[src/rtl/mem_arb_if.sv]
// Request/response and memory-drive bundle for mem_arb.
// The slave modport is the arbiter; the master modport covers the requesters and memory.
interface mem_arb_if #(
    parameter int ADRS_W = 32
);
    logic [1:0]        req_valid;
    logic [1:0]        req_ready;
    logic [1:0]        req_wr;
    logic [ADRS_W-1:0] req_adrs0;
    logic [ADRS_W-1:0] req_adrs1;
    logic [3:0]        req_byt_en0;
    logic [3:0]        req_byt_en1;
    logic [31:0]       req_wr_data0;
    logic [31:0]       req_wr_data1;
    logic [1:0]        rsp_valid;
    logic [31:0]       rsp_data;
    logic              rsp_err;
    logic [ADRS_W-1:0] adrs_rd;
    logic [31:0]       rd_data;
    logic              wr_en;
    logic [3:0]        byt_en;
    logic [ADRS_W-1:0] adrs_wr;
    logic [31:0]       wr_data;

    modport slave (
        input  req_valid, req_wr, req_adrs0, req_adrs1, req_byt_en0, req_byt_en1,
               req_wr_data0, req_wr_data1, rd_data,
        output req_ready, rsp_valid, rsp_data, rsp_err,
               adrs_rd, wr_en, byt_en, adrs_wr, wr_data
    );

    modport master (
        output req_valid, req_wr, req_adrs0, req_adrs1, req_byt_en0, req_byt_en1,
               req_wr_data0, req_wr_data1, rd_data,
        input  req_ready, rsp_valid, rsp_data, rsp_err,
               adrs_rd, wr_en, byt_en, adrs_wr, wr_data
    );
endinterface

[src/rtl/mem_arb.sv]
// Two-requester round-robin arbiter in front of the byte-addressed memory, one access per cycle.
// Define MEM_ARB_CHK_EN to reject misaligned or out-of-range addresses with rsp_err.
module mem_arb #(
    parameter int MEM_BYTES = 128,
    parameter int ADRS_W    = 32
) (
    input logic      clk,
    input logic      rst,
    mem_arb_if.slave bus
);
    logic              last_gnt_q, last_gnt_d;
    logic [1:0]        rsp_valid_q, rsp_valid_d;
    logic [31:0]       rsp_data_q, rsp_data_d;
    logic              rsp_err_q, rsp_err_d;

    logic              gnt_vld;
    logic              gnt;
    logic              sel_wr;
    logic              sel_err;
    logic [ADRS_W-1:0] sel_adrs;

    // Contention goes to whoever did not win last; a lone requester always wins.
    always_comb begin
        gnt_vld  = (bus.req_valid != 2'b00) && !rst;
        gnt      = (bus.req_valid == 2'b11) ? ~last_gnt_q : bus.req_valid[1];
        sel_adrs = gnt ? bus.req_adrs1 : bus.req_adrs0;
        sel_wr   = bus.req_wr[gnt];
    end

`ifdef MEM_ARB_CHK_EN
    assign sel_err = (sel_adrs[1:0] != 2'b00) || (sel_adrs > ADRS_W'(MEM_BYTES - 4));
`else
    assign sel_err = 1'b0;
`endif

    assign bus.req_ready = gnt_vld ? {gnt, ~gnt} : 2'b00;
    assign bus.wr_en     = gnt_vld && sel_wr && !sel_err;
    assign bus.adrs_rd   = sel_adrs;
    assign bus.adrs_wr   = sel_adrs;
    assign bus.byt_en    = gnt ? bus.req_byt_en1 : bus.req_byt_en0;
    assign bus.wr_data   = gnt ? bus.req_wr_data1 : bus.req_wr_data0;

    always_comb begin
        rsp_valid_d = bus.req_ready;
        rsp_data_d  = (gnt_vld && !sel_wr && !sel_err) ? bus.rd_data : 32'h0;
        rsp_err_d   = gnt_vld && sel_err;
        last_gnt_d  = gnt_vld ? gnt : last_gnt_q;
    end

    // last_gnt resets to 1 so requester 0 takes the first contended grant.
    always_ff @(posedge clk or posedge rst) begin
        if (rst) begin
            rsp_valid_q <= 2'b00;
            rsp_data_q  <= 32'h0;
            rsp_err_q   <= 1'b0;
            last_gnt_q  <= 1'b1;
        end else begin
            rsp_valid_q <= rsp_valid_d;
            rsp_data_q  <= rsp_data_d;
            rsp_err_q   <= rsp_err_d;
            last_gnt_q  <= last_gnt_d;
        end
    end

    assign bus.rsp_valid = rsp_valid_q;
    assign bus.rsp_data  = rsp_data_q;
    assign bus.rsp_err   = rsp_err_q;
endmodule
[src/flat_wrapper.sv]
// flat-port wrapper written by rule: the top's interface ports become plain ports
module mem_arb_flat 
#(
    parameter int MEM_BYTES = 128,
    parameter int ADRS_W    = 32
)
  (clk, rst, bus_req_valid, bus_req_wr, bus_req_adrs0, bus_req_adrs1, bus_req_byt_en0, bus_req_byt_en1, bus_req_wr_data0, bus_req_wr_data1, bus_rd_data, bus_req_ready, bus_rsp_valid, bus_rsp_data, bus_rsp_err, bus_adrs_rd, bus_wr_en, bus_byt_en, bus_adrs_wr, bus_wr_data);
  mem_arb_if #(.ADRS_W(ADRS_W)) bus_i ();
  input logic clk;
  input logic rst;
  input wire logic [$bits(bus_i.req_valid)-1:0] bus_req_valid;
  input wire logic [$bits(bus_i.req_wr)-1:0] bus_req_wr;
  input wire logic [$bits(bus_i.req_adrs0)-1:0] bus_req_adrs0;
  input wire logic [$bits(bus_i.req_adrs1)-1:0] bus_req_adrs1;
  input wire logic [$bits(bus_i.req_byt_en0)-1:0] bus_req_byt_en0;
  input wire logic [$bits(bus_i.req_byt_en1)-1:0] bus_req_byt_en1;
  input wire logic [$bits(bus_i.req_wr_data0)-1:0] bus_req_wr_data0;
  input wire logic [$bits(bus_i.req_wr_data1)-1:0] bus_req_wr_data1;
  input wire logic [$bits(bus_i.rd_data)-1:0] bus_rd_data;
  output wire logic [$bits(bus_i.req_ready)-1:0] bus_req_ready;
  output wire logic [$bits(bus_i.rsp_valid)-1:0] bus_rsp_valid;
  output wire logic [$bits(bus_i.rsp_data)-1:0] bus_rsp_data;
  output wire logic [$bits(bus_i.rsp_err)-1:0] bus_rsp_err;
  output wire logic [$bits(bus_i.adrs_rd)-1:0] bus_adrs_rd;
  output wire logic [$bits(bus_i.wr_en)-1:0] bus_wr_en;
  output wire logic [$bits(bus_i.byt_en)-1:0] bus_byt_en;
  output wire logic [$bits(bus_i.adrs_wr)-1:0] bus_adrs_wr;
  output wire logic [$bits(bus_i.wr_data)-1:0] bus_wr_data;
  assign bus_i.req_valid = bus_req_valid;
  assign bus_i.req_wr = bus_req_wr;
  assign bus_i.req_adrs0 = bus_req_adrs0;
  assign bus_i.req_adrs1 = bus_req_adrs1;
  assign bus_i.req_byt_en0 = bus_req_byt_en0;
  assign bus_i.req_byt_en1 = bus_req_byt_en1;
  assign bus_i.req_wr_data0 = bus_req_wr_data0;
  assign bus_i.req_wr_data1 = bus_req_wr_data1;
  assign bus_i.rd_data = bus_rd_data;
  assign bus_req_ready = bus_i.req_ready;
  assign bus_rsp_valid = bus_i.rsp_valid;
  assign bus_rsp_data = bus_i.rsp_data;
  assign bus_rsp_err = bus_i.rsp_err;
  assign bus_adrs_rd = bus_i.adrs_rd;
  assign bus_wr_en = bus_i.wr_en;
  assign bus_byt_en = bus_i.byt_en;
  assign bus_adrs_wr = bus_i.adrs_wr;
  assign bus_wr_data = bus_i.wr_data;
  mem_arb #(.MEM_BYTES(MEM_BYTES), .ADRS_W(ADRS_W)) u_core (.clk(clk), .rst(rst), .bus(bus_i));
endmodule
[config.mk]
export PLATFORM = sky130hd
export DESIGN_NAME = mem_arb_flat
export DESIGN_NICKNAME = d
export VERILOG_FILES = /design/src/rtl/mem_arb_if.sv /design/src/rtl/mem_arb.sv /design/src/flat_wrapper.sv
export SDC_FILE = /design/constraint.sdc
export NUM_CORES = 1
export LEC_CHECK = 0
export CORE_AREA = 2 2 119 121
export DETAILED_ROUTE_END_ITERATION = 8
export DIE_AREA = 0 0 121 123
export GPL_ROUTABILITY_DRIVEN = 0
export PLACE_DENSITY = 0.57
export SETUP_SLACK_MARGIN = 0.2
export SYNTH_ARGS = -nofsm -noshare
export SYNTH_HDL_FRONTEND = slang
export SYNTH_SLANG_ARGS = --single-unit
[constraint.sdc]
create_clock -name clk -period 3.81 [get_ports clk]
set_input_delay 0.5715 -clock clk [delete_from_list [all_inputs] [get_ports clk]]
set_output_delay 0.5715 -clock clk [all_outputs]
set_load 0.03 [all_outputs]
==> results by group <==
Status
  – Status: finished clean

GRT
  – First-pass GRT wire length: 15.3 mm
  – Vias in the first global route: roughly 2700
  – Remaining Overflow, GRT: 0
  – Initial antenna violation count: 0
  – GRT Resource Usage Total: 0.134
  – Largest net degree at the start of global routing: 36

Cells and area
  – Area grow syn2layout: 130%
  – Share of layout cells above drive strength 1: 0.252
  – Nets@finish: approximately 650
  – Core Util, Final: 0.421
  – Ant. Diodes: 0
  – # fillers: 1282

Worst setup path
  – Reg2Reg Capture Point: u_core.bus.rsp_data[0]
  – CP startpoint: bus_req_valid[0]
  – Required @ worst endpoint: around 3.2 ns
  – R2R cell count: 4
  – R2R setup slack: approximately 1.7 ns
  – CP most frequent cell: clkdlybuf4s50_1
  – Critical path cell sequence: clkdlybuf4s50_1 -> a21bo_4 -> buf_4 -> mux2_2 -> clkdlybuf4s50_1
  – Critical path type: in2out
  – Startpoint types: primary input
  – Slowest stage cell, crit path: clkdlybuf4s50_1
  – Critical path data arrival time: 2.76 ns
  – Crit path max fanout: 24
  – Critical Path End Type: output pin
  – Reg2reg start: u_core.last_gnt_q
  – Critical path's largest stage delay: approximately 0.63 ns

Place
  – Port Buffer Count: 310
  – DP HPWL: between 9 and 10 mm
  – Pre-CTS WS: 0.455 ns

Min path
  – WHS Endpoint: u_core.bus.rsp_valid[1]
  – Hold Crit Start: rst
  – Min-Delay Path Depth: 2
  – Hold Crit Class: in2reg

CTS
  – Number of H-tree levels: 2
  – Largest buffer count on any clock path: 2
  – Setup bufs post-CTS: 0
  – CTS Sinks: 35
  – Reg clk slew, reported paths: around 0.050 ns
  – Clk Latency, worst-skew pair: 0.27 ns
  – Total CTS buffers: 5
  – CTS Hold Buffers Added: 0
  – Root Buffer Master: clkbuf_16
  – CTS tree: yes
  – Resized cells post-CTS: 0

Detailed routing
  – DRT iter0 DRCs: a little over 70
  – DRT Wirelength: around 11 mm
  – Post-DRT Antenna Nets: 0
  – Vias per cell: ~3.9
  – DRC Markers: 0
  – Average wire per standard cell: approximately 17 µm
  – Initial DRT Pass Iterations: 4
  – Via count: 2553

Power
  – Combinational share of power: 0.522
  – Switch share: 0.336
  – Sequential Power Share: 0.226
  – Internal power: roughly 1.2 mW
  – Static Leak: 2.24 nW
  – Clock Power Share: 0.252
  – Total power: between 1.5 and 2 mW
  – P_sw: roughly 0.59 mW
  – Max IR drop VDD: between 200 and 250 µV
  – Power Density: 307 nW/µm²

Synthesis
  – Area contributors post-synth: dfrtp_1 (34%), mux2_2 (27%), nor3b_2 (15%)
  – Post-synth top cells: mux2_2 (59), dfrtp_1 (34), buf_4 (33)
  – Yosys reg bits: 35
  – Largest area contributor in the netlist: dfrtp_1
  – Mapped Area: 2490 µm²
  – Fraction of registers with async set/reset: 1.00
  – Distinct cells, synth: 20
  – Sequential area share after synthesis: 0.352
  – Most common cell in the netlist: mux2_2
  – Synthesized instance count: slightly below 200
  – Synth Area per Inst: between 10 and 15 µm²
  – Syn nets: 368
  – Post-synth EDFFs: 0
  – Syn. warnings: 0
  – Share of the synthesized area in the top cell type: 0.342
  – Primary FF master, synth: dfrtp_1

Die
  – Die area: roughly 15000 µm²
  – I/O pin total: about 310
  – Die height: between 100 and 150 µm
  – Width of the chip: 121 µm
  – Starting Density: 0.183
  – Placement Rows: between 40 and 50
  – Core area: 13600 µm²

Timing
  – Min Tclk post-route: around 3.3 ns
  – Final Cycle Share: 0.875
  – Final Setup Violations: 0
  – Final hold violations: 0
  – Setup slack after layout: 0.476 ns
  – Final Max Slew Viols: 0
  – Worst relative slew slack: 0.619
  – Setup_tns: 0 ns
  – Final Skew: just under 0.007 ns
  – Worst-Margin Slew: around 0.57 ns
  – Max Freq: roughly 0.3 GHz
  – Hold slack: 0.531 ns
  – RSZ-0062 raised after global routing: no

Flow run
  – Max-cap viol count: 0
==> layout make-up <==
class	instances	area [µm²]	share of cell area
clock inverters	2	37.5	0.00656
well taps	180	225	0.0393
inverters	2	7.51	0.00131
flip-flops and latches	35	877	0.153
clock buffers	5	125	0.0219
multi-input cells	109	1260	0.220
repair buffers	319	3190	0.557
==> worst max path at each step <==
stage | slack, ns | end | cells past startpoint
floorplan | 1.40 | bus_wr_en | 6
global placement | 0.50 | bus_adrs_rd[10] | 5
detailed placement | 0.45 | bus_adrs_rd[11] | 5
CTS | 0.44 | bus_adrs_rd[11] | 5
global route | 0.40 | bus_adrs_rd[10] | 5
finish | 0.48 | bus_adrs_rd[10] | 5
==> metrics by stage <==
step / instance area (µm²) / instances
floorplan: 2490 / 194
finish: 5720 / 652
detailed placement: 5560 / 645
CTS: 5720 / 652
global route: 5720 / 652
global placement: 5560 / 645
==> sequential cells by signal, summed over array words and instances, names as in the netlist <==
signal	flops
u_core.bus.rsp_valid	2
u_core.last_gnt_q	1
u_core.bus.rsp_data	32
==> per-layer routing <==
metal  track usage  vias up  wire [µm]
met5             0        -          0
met2         0.231      165       5550
met3        0.0369        6       1060
met4        0.0291        0        109
met1         0.167     1184       4430
li1              -     1198          -
==> cell families after synthesis <==
logic type             after synthesis  share of synthesized area
other                                1                    0.00151
AOI/OAI and AO/OA                    4                     0.0156
and+or+nand+nor                     36                      0.166
muxes                               68                      0.321
buffers and inverters               50                      0.143
DFF                                 35                      0.352
==> power groups by stage <==
stage	Combinational, mW	Clock, mW	Sequential, mW
after floorplan	0.479	0	0.438
after global placement	0.922	0	0.404
after detailed placement	0.921	0	0.405
after CTS	0.928	0.463	0.398
after global routing	0.960	0.478	0.400
final	0.918	0.444	0.398
==> critical path: cells and delay by family <==
kind / cells / cell delay (ns)
compound gates: 1 / 0.41
buf+inv: 3 / 1.41
mux: 1 / 0.36
==> layout by cell type (no fill, tap or decap) <==
cell	n
clkdlybuf4s50_1	309
mux2_2	59
dfrtp_1	34
nor3b_2	30
mux2_4	9
buf_4	7
clkbuf_16	5
inv_1	2
nor3b_1	2
a22o_1	2
buf_12	2
a21bo_4	1
nor2b_1	1
nand2b_1	1
nor2_1	1
o32a_2	1
nor2_2	1
conb_1	1
clkinvlp_4	1
bufinv_16	1
buf_2	1
dfstp_2	1
No activity file was read; power rests on OpenSTA's default activity.
==> RTL edit 1: new RTL, config.mk and constraints unchanged <==
`ADRS_W` is set to 32 in 3 places; all go to 36.
--- a/src/rtl/mem_arb_if.sv
+++ b/src/rtl/mem_arb_if.sv
@@ -1,7 +1,7 @@
 // Request/response and memory-drive bundle for mem_arb.
 // The slave modport is the arbiter; the master modport covers the requesters and memory.
 interface mem_arb_if #(
-    parameter int ADRS_W = 32
+    parameter int ADRS_W = 36
 );
     logic [1:0]        req_valid;
     logic [1:0]        req_ready;
--- a/src/rtl/mem_arb.sv
+++ b/src/rtl/mem_arb.sv
@@ -2,7 +2,7 @@
 // Define MEM_ARB_CHK_EN to reject misaligned or out-of-range addresses with rsp_err.
 module mem_arb #(
     parameter int MEM_BYTES = 128,
-    parameter int ADRS_W    = 32
+    parameter int ADRS_W    = 36
 ) (
     input logic      clk,
     input logic      rst,
--- a/src/flat_wrapper.sv
+++ b/src/flat_wrapper.sv
@@ -2,7 +2,7 @@
 module mem_arb_flat 
 #(
     parameter int MEM_BYTES = 128,
-    parameter int ADRS_W    = 32
+    parameter int ADRS_W    = 36
 )
   (clk, rst, bus_req_valid, bus_req_wr, bus_req_adrs0, bus_req_adrs1, bus_req_byt_en0, bus_req_byt_en1, bus_req_wr_data0, bus_req_wr_data1, bus_rd_data, bus_req_ready, bus_rsp_valid, bus_rsp_data, bus_rsp_err, bus_adrs_rd, bus_wr_en, bus_byt_en, bus_adrs_wr, bus_wr_data);
   mem_arb_if #(.ADRS_W(ADRS_W)) bus_i ();
Interface: changed (resized bus_adrs_rd, bus_adrs_wr, bus_req_adrs0 and bus_req_adrs1); port bits go from 312 to 328. The function was not compared with the original's and may differ.
==> RTL edit 1 against the unedited design <==
Worst setup slack better by 230 ps. Register-to-register slack gained 230 ps. Power increased by 1.8%. Wire length fell by 4.0%. Synthesized area up 17%. Hold slack better by 40 ps. Final area increased by 6.7%. Maximum frequency grew 7.3%. Sequential cell count unchanged. Critical endpoint is now bus_byt_en[3]. Largest cell class unchanged. Highest routed layer unchanged.
==> RTL edit 1: results (changes against the unedited design) <==
{
  "yosysMostFrequentCell": "sky130_fd_sc_hd__mux2_4",
  "place.port_buffers": {"value": 326, "change": "+5.2%"},
  "drt_wl_total": {"value": 10700, "unit": "µm", "change": "-4.0%"},
  "cts.clk_slew.worst_paths": {"value": 50, "unit": "ps", "change": "about the same"},
  "crit_path_max_fanout": {"value": 37, "change": "+54%"},
  "timing.clock.skew": {"value": 2.73, "unit": "ps", "change": "-4.23 ps"},
  "fillers": {"value": 1271, "change": "-0.86%"},
  "hpwlAfterDp": {"value": 8990, "unit": "µm", "change": "-4.1%"},
  "via_count_of_the_first_global_routing_pass": {"value": 2640, "change": "-2.7%"},
  "synth_async_sr_flop_share": {"value": 100, "unit": "%", "change": "unchanged"},
  "cts-resized-gates": {"value": 0, "change": "unchanged"},
  "power_leakage": {"value": 2.56, "unit": "nW", "change": "+14%"},
  "number_of_antenna_violations_at_the_first_check_in_global_routing": {"value": 0, "change": "unchanged"},
  "yosysSeqAreaShare": {"value": 30.1, "unit": "%", "change": "-5.1 points"},
  "worst_slew_pin_slew": {"value": 546, "unit": "ps", "change": "-24.6 ps"},
  "p_sw": {"value": 0.000628, "unit": "W", "change": "+6.1%"},
  "route.detailed.vias_per_inst": {"value": 3.92, "change": "+0.13%"},
  "status": "finished, final reports clean",
  "grt_start_max_net_pins": {"value": 38, "change": "+5.6%"},
  "grt_first_pass_wirelength": {"value": 15000, "unit": "µm", "change": "-2.0%"},
  "synth_commonest_cells": "sky130_fd_sc_hd__mux2_4, sky130_fd_sc_hd__buf_4, sky130_fd_sc_hd__dfrtp_1",
  "drive_gt1_share": {"value": 24.2, "unit": "%", "change": "-1.0 points"},
  "drt-initial-drc-count": {"value": 25, "change": "-65%"},
  "postSynthNetCount": {"value": 384, "change": "+4.3%"},
  "synth.top_cells.by_area": "sky130_fd_sc_hd__mux2_4, sky130_fd_sc_hd__dfrtp_1, sky130_fd_sc_hd__nor3b_2, sky130_fd_sc_hd__buf_4, sky130_fd_sc_hd__buf_12",
  "crit_path_top_delay_cell": "sky130_fd_sc_hd__clkdlybuf4s50_1",
  "post-route-min-period": {"value": 3110, "unit": "ps", "change": "-227 ps"},
  "final_net_count": {"value": 669, "change": "+3.6%"},
  "cts_root_buffer": "sky130_fd_sc_hd__clkbuf_16",
  "worst-endpoint-arrival": {"value": 2540, "unit": "ps", "change": "-220 ps"},
  "rrSetupSlack": {"value": 1970, "unit": "ps", "change": "+230 ps"},
  "groute.usage.overall": {"value": 13.1, "unit": "%", "change": "-0.29 points"},
  "critical-path-max-stage-delay": {"value": 590, "unit": "ps", "change": "-40 ps"},
  "dpl_worst_slack": {"value": 694, "unit": "ps", "change": "+239 ps"},
  "hold_path.class": "flip-flop to flip-flop"
}
RTL edit 1: changes by cell type after synthesis, sizes merged:
cell and change:
clkbuf -2, or2b +1, nand2b -1, buf +6, mux2 +4
RTL edit 1: through the flow:
stage	area, µm²	hold slack, ps	std cells	utilization [%]
final	6110	571	668	44.9
after global routing	6110	586	668	44.9
after CTS	6110	572	668	44.9
after detailed placement	5970	568	660	43.8
after global placement	5970	565	660	43.8
after floorplan	2910	545	202	-
RTL edit 1: path summary, 6_finish.rpt:
path | from | end | cells past startpoint
max | bus_req_valid[0] | bus_byt_en[3] | 5
min | u_core.last_gnt_q | u_core.last_gnt_q | 1
max reg2reg | u_core.last_gnt_q | u_core.bus.rsp_data[0] | 4
min reg2reg | u_core.last_gnt_q | u_core.last_gnt_q | 1
max in group asynchronous | rst | u_core.last_gnt_q | 4
min in group asynchronous | rst | u_core.bus.rsp_data[14] | 4
RTL edit 1: cells by family after synthesis:
group,Yosys count,synth area share [%]
buffers and inverters,54,17.0
AOI/OAI and AO/OA,4,1.72
and+or+nand+nor,36,14.2
DFF,35,30.1
other,1,0.129
muxes,72,36.8
RTL edit 1: final cells by class:
type,instances,area (µm²),share of cell area (%)
Timing Repair Buffer,330,3310,54.2
Sequential cell,35,877,14.4
Clock buffer,6,129,2.11
Multi-Input combinational cell,113,1540,25.3
Inverter,2,7.51,0.123
Tap cell,180,225,3.69
Clock inverter,2,12.5,0.205
RTL edit 1: per-layer routing:
layer	wire [µm]	track usage, %
met1	3650	13.5
met2	5730	24.4
met3	1190	5.54
met4	144	3.42
met5	0	0
RTL edit 1: power groups by stage:
stage	clock (W)	sequential, W	combinational [W]
finish	0.000392	0.000398	0.00100
detailed placement	0	0.000404	0.00101
global route	0.000422	0.000400	0.00105
global placement	0	0.000404	0.00101
floorplan	0	0.000438	0.000593
CTS	0.000404	0.000398	0.00101
==> RTL edit 2: new RTL, same flow settings <==
Made on the original files. Reset style: synchronous (`rst`), changed in one clocked block.
--- a/src/rtl/mem_arb.sv
+++ b/src/rtl/mem_arb.sv
@@ -48,7 +48,7 @@
     end
 
     // last_gnt resets to 1 so requester 0 takes the first contended grant.
-    always_ff @(posedge clk or posedge rst) begin
+    always_ff @(posedge clk) begin
         if (rst) begin
             rsp_valid_q <= 2'b00;
             rsp_data_q  <= 32'h0;
Function: differs if rst is asserted again (counterexample within 4 cycles, from zero or initial values and one cycle with rst high); with rst held inactive, the same outputs for 10 cycles.
==> RTL edit 2 against the unedited design <==
Power down 13%. Sequential cell count unchanged. Worst setup slack better by 64 ps. Synthesized area down 16%. Largest cell class unchanged. Maximum frequency up 2.0%. Register-to-register slack better by 110 ps. Global-route usage down 0.95 points. First-iteration DRC count down 50%. Synthesized cell count down 0.52%. Count of clock-buffer cells in the layout up 1. Wire length down 13%. Final area down 7.8%. Clock skew down 3.0 ps.
==> RTL edit 2: results (changes against the unedited design) <==
{
  "crit_path_max_fanout": {"value": 15, "change": "-38%"},
  "critical-path-max-stage-delay": {"value": 610, "unit": "ps", "change": "-20 ps"},
  "post_synth.cell_area_avg": {"value": 10.8, "unit": "µm²", "change": "-16%"},
  "intPower": {"value": 0.00104, "unit": "W", "change": "-11%"},
  "power_leakage": {"value": 1.97, "unit": "nW", "change": "-12%"},
  "muxShareOfSynthArea": {"value": 36.6, "unit": "%", "change": "+4.5 points"},
  "synth.top_cells.by_area": "sky130_fd_sc_hd__mux2_2, sky130_fd_sc_hd__dfxtp_1, sky130_fd_sc_hd__buf_4, sky130_fd_sc_hd__and2_1, sky130_fd_sc_hd__a21boi_4",
  "grt_first_pass_wirelength": {"value": 14300, "unit": "µm", "change": "-6.9%"},
  "fillers": {"value": 1350, "change": "+5.3%"},
  "hold_path.class": "flip-flop to flip-flop",
  "status": "finished, final reports clean",
  "average_detailed_routed_wire_length_per_instance": {"value": 14.9, "unit": "µm", "change": "-13%"},
  "number_of_library_cell_types_mapped_by_synthesis": {"value": 15, "change": "-25%"},
  "route.detailed.vias_per_inst": {"value": 3.74, "change": "-4.4%"},
  "drive_gt1_share": {"value": 16.8, "unit": "%", "change": "-8.4 points"},
  "via_count": {"value": 2436, "change": "-4.6%"},
  "via_count_of_the_first_global_routing_pass": {"value": 2680, "change": "-1.3%"},
  "synth_commonest_cells": "sky130_fd_sc_hd__mux2_2, sky130_fd_sc_hd__buf_4, sky130_fd_sc_hd__dfxtp_1",
  "drt-initial-drc-count": {"value": 36, "change": "-50%"},
  "dpl-instance-area": {"value": 0.00513, "unit": "mm²", "change": "-7.7%"},
  "groute.usage.overall": {"value": 12.4, "unit": "%", "change": "-0.95 points"},
  "worst-endpoint-arrival": {"value": 2700, "unit": "ps", "change": "-60 ps"},
  "ir_drop": {"value": 0.000154, "unit": "V", "change": "-25%"},
  "number_of_antenna_violations_at_the_first_check_in_global_routing": {"value": 2, "change": "+2"},
  "final_net_count": {"value": 644, "change": "-0.31%"},
  "power.clock.total": {"value": 0.000388, "unit": "W", "change": "-13%"},
  "hpwlAfterDp": {"value": 8420, "unit": "µm", "change": "-10%"},
  "synth_async_sr_flop_share": {"value": 0, "unit": "%", "change": "-100 points"},
  "yosys_most_used_dff": "sky130_fd_sc_hd__dfxtp_1",
  "slew_margin_rel": {"value": 42.3, "unit": "%", "change": "-20 points"},
  "cts.clk_slew.worst_paths": {"value": 50, "unit": "ps", "change": "about the same"},
  "grt_start_max_net_pins": {"value": 38, "change": "+5.6%"},
  "dpl_worst_slack": {"value": 553, "unit": "ps", "change": "+98.4 ps"}
}
## RTL edit 2: changes by cell type in the layout (fill, tap and decap cells not counted), sizes merged, moves of 7 or more
| cell | delta |
|---|---|
| and2 | +34 |
| buf | -7 |
| dfxtp | +35 |
| dfrtp | -34 |
| nor3b | -32 |
## RTL edit 2: worst register-to-register path, delay by kind of cell, from the launching register on
kind,cells,cell delay [ps]
flip-flops,1,340
AO/OA/AOI/OAI,2,1020
AND/OR/NAND/NOR,1,260
buffers and inverters,1,290
## RTL edit 2: logic make-up after synthesis
| family | after synthesis |
|---|---|
| flops | 35 |
| compound gates | 4 |
| simple gates | 41 |
| buf+inv | 44 |
| mux | 68 |
| other cells | 1 |
## RTL edit 2: layer usage
metal	vias up	wire length [µm]	track usage, %
met5	-	13	0
met4	2	215	4.07
met3	17	1120	4.89
met2	165	4830	22.7
met1	1087	3540	13.1
li1	1165	-	-
## RTL edit 2: path summary, 6_finish.rpt
path                      from                 endpoint  slack, ps  depth (start not counted)
max           bus_req_valid[1]          bus_wr_data[13]        540                          5
min          u_core.last_gnt_q        u_core.last_gnt_q        570                          3
max reg2reg  u_core.last_gnt_q  u_core.bus.rsp_data[31]       1850                          4
min reg2reg  u_core.last_gnt_q        u_core.last_gnt_q        570                          3
## RTL edit 2: per-stage QoR
stage               power [W]  util (%)
finish                0.00153      38.8
global route          0.00160      38.8
CTS                   0.00155      38.8
detailed placement    0.00116      37.7
global placement      0.00115      37.7
floorplan            0.000794         -
## RTL edit 2: cell type report
class	count	area share (%)
diodes	1	0.0474
clock buffers	6	2.63
clock inverters	1	0.0948
inverters	1	0.0711
multi-input cells	114	20.2
flip-flops and latches	35	13.3
well taps	180	4.27
repair buffers	313	59.4
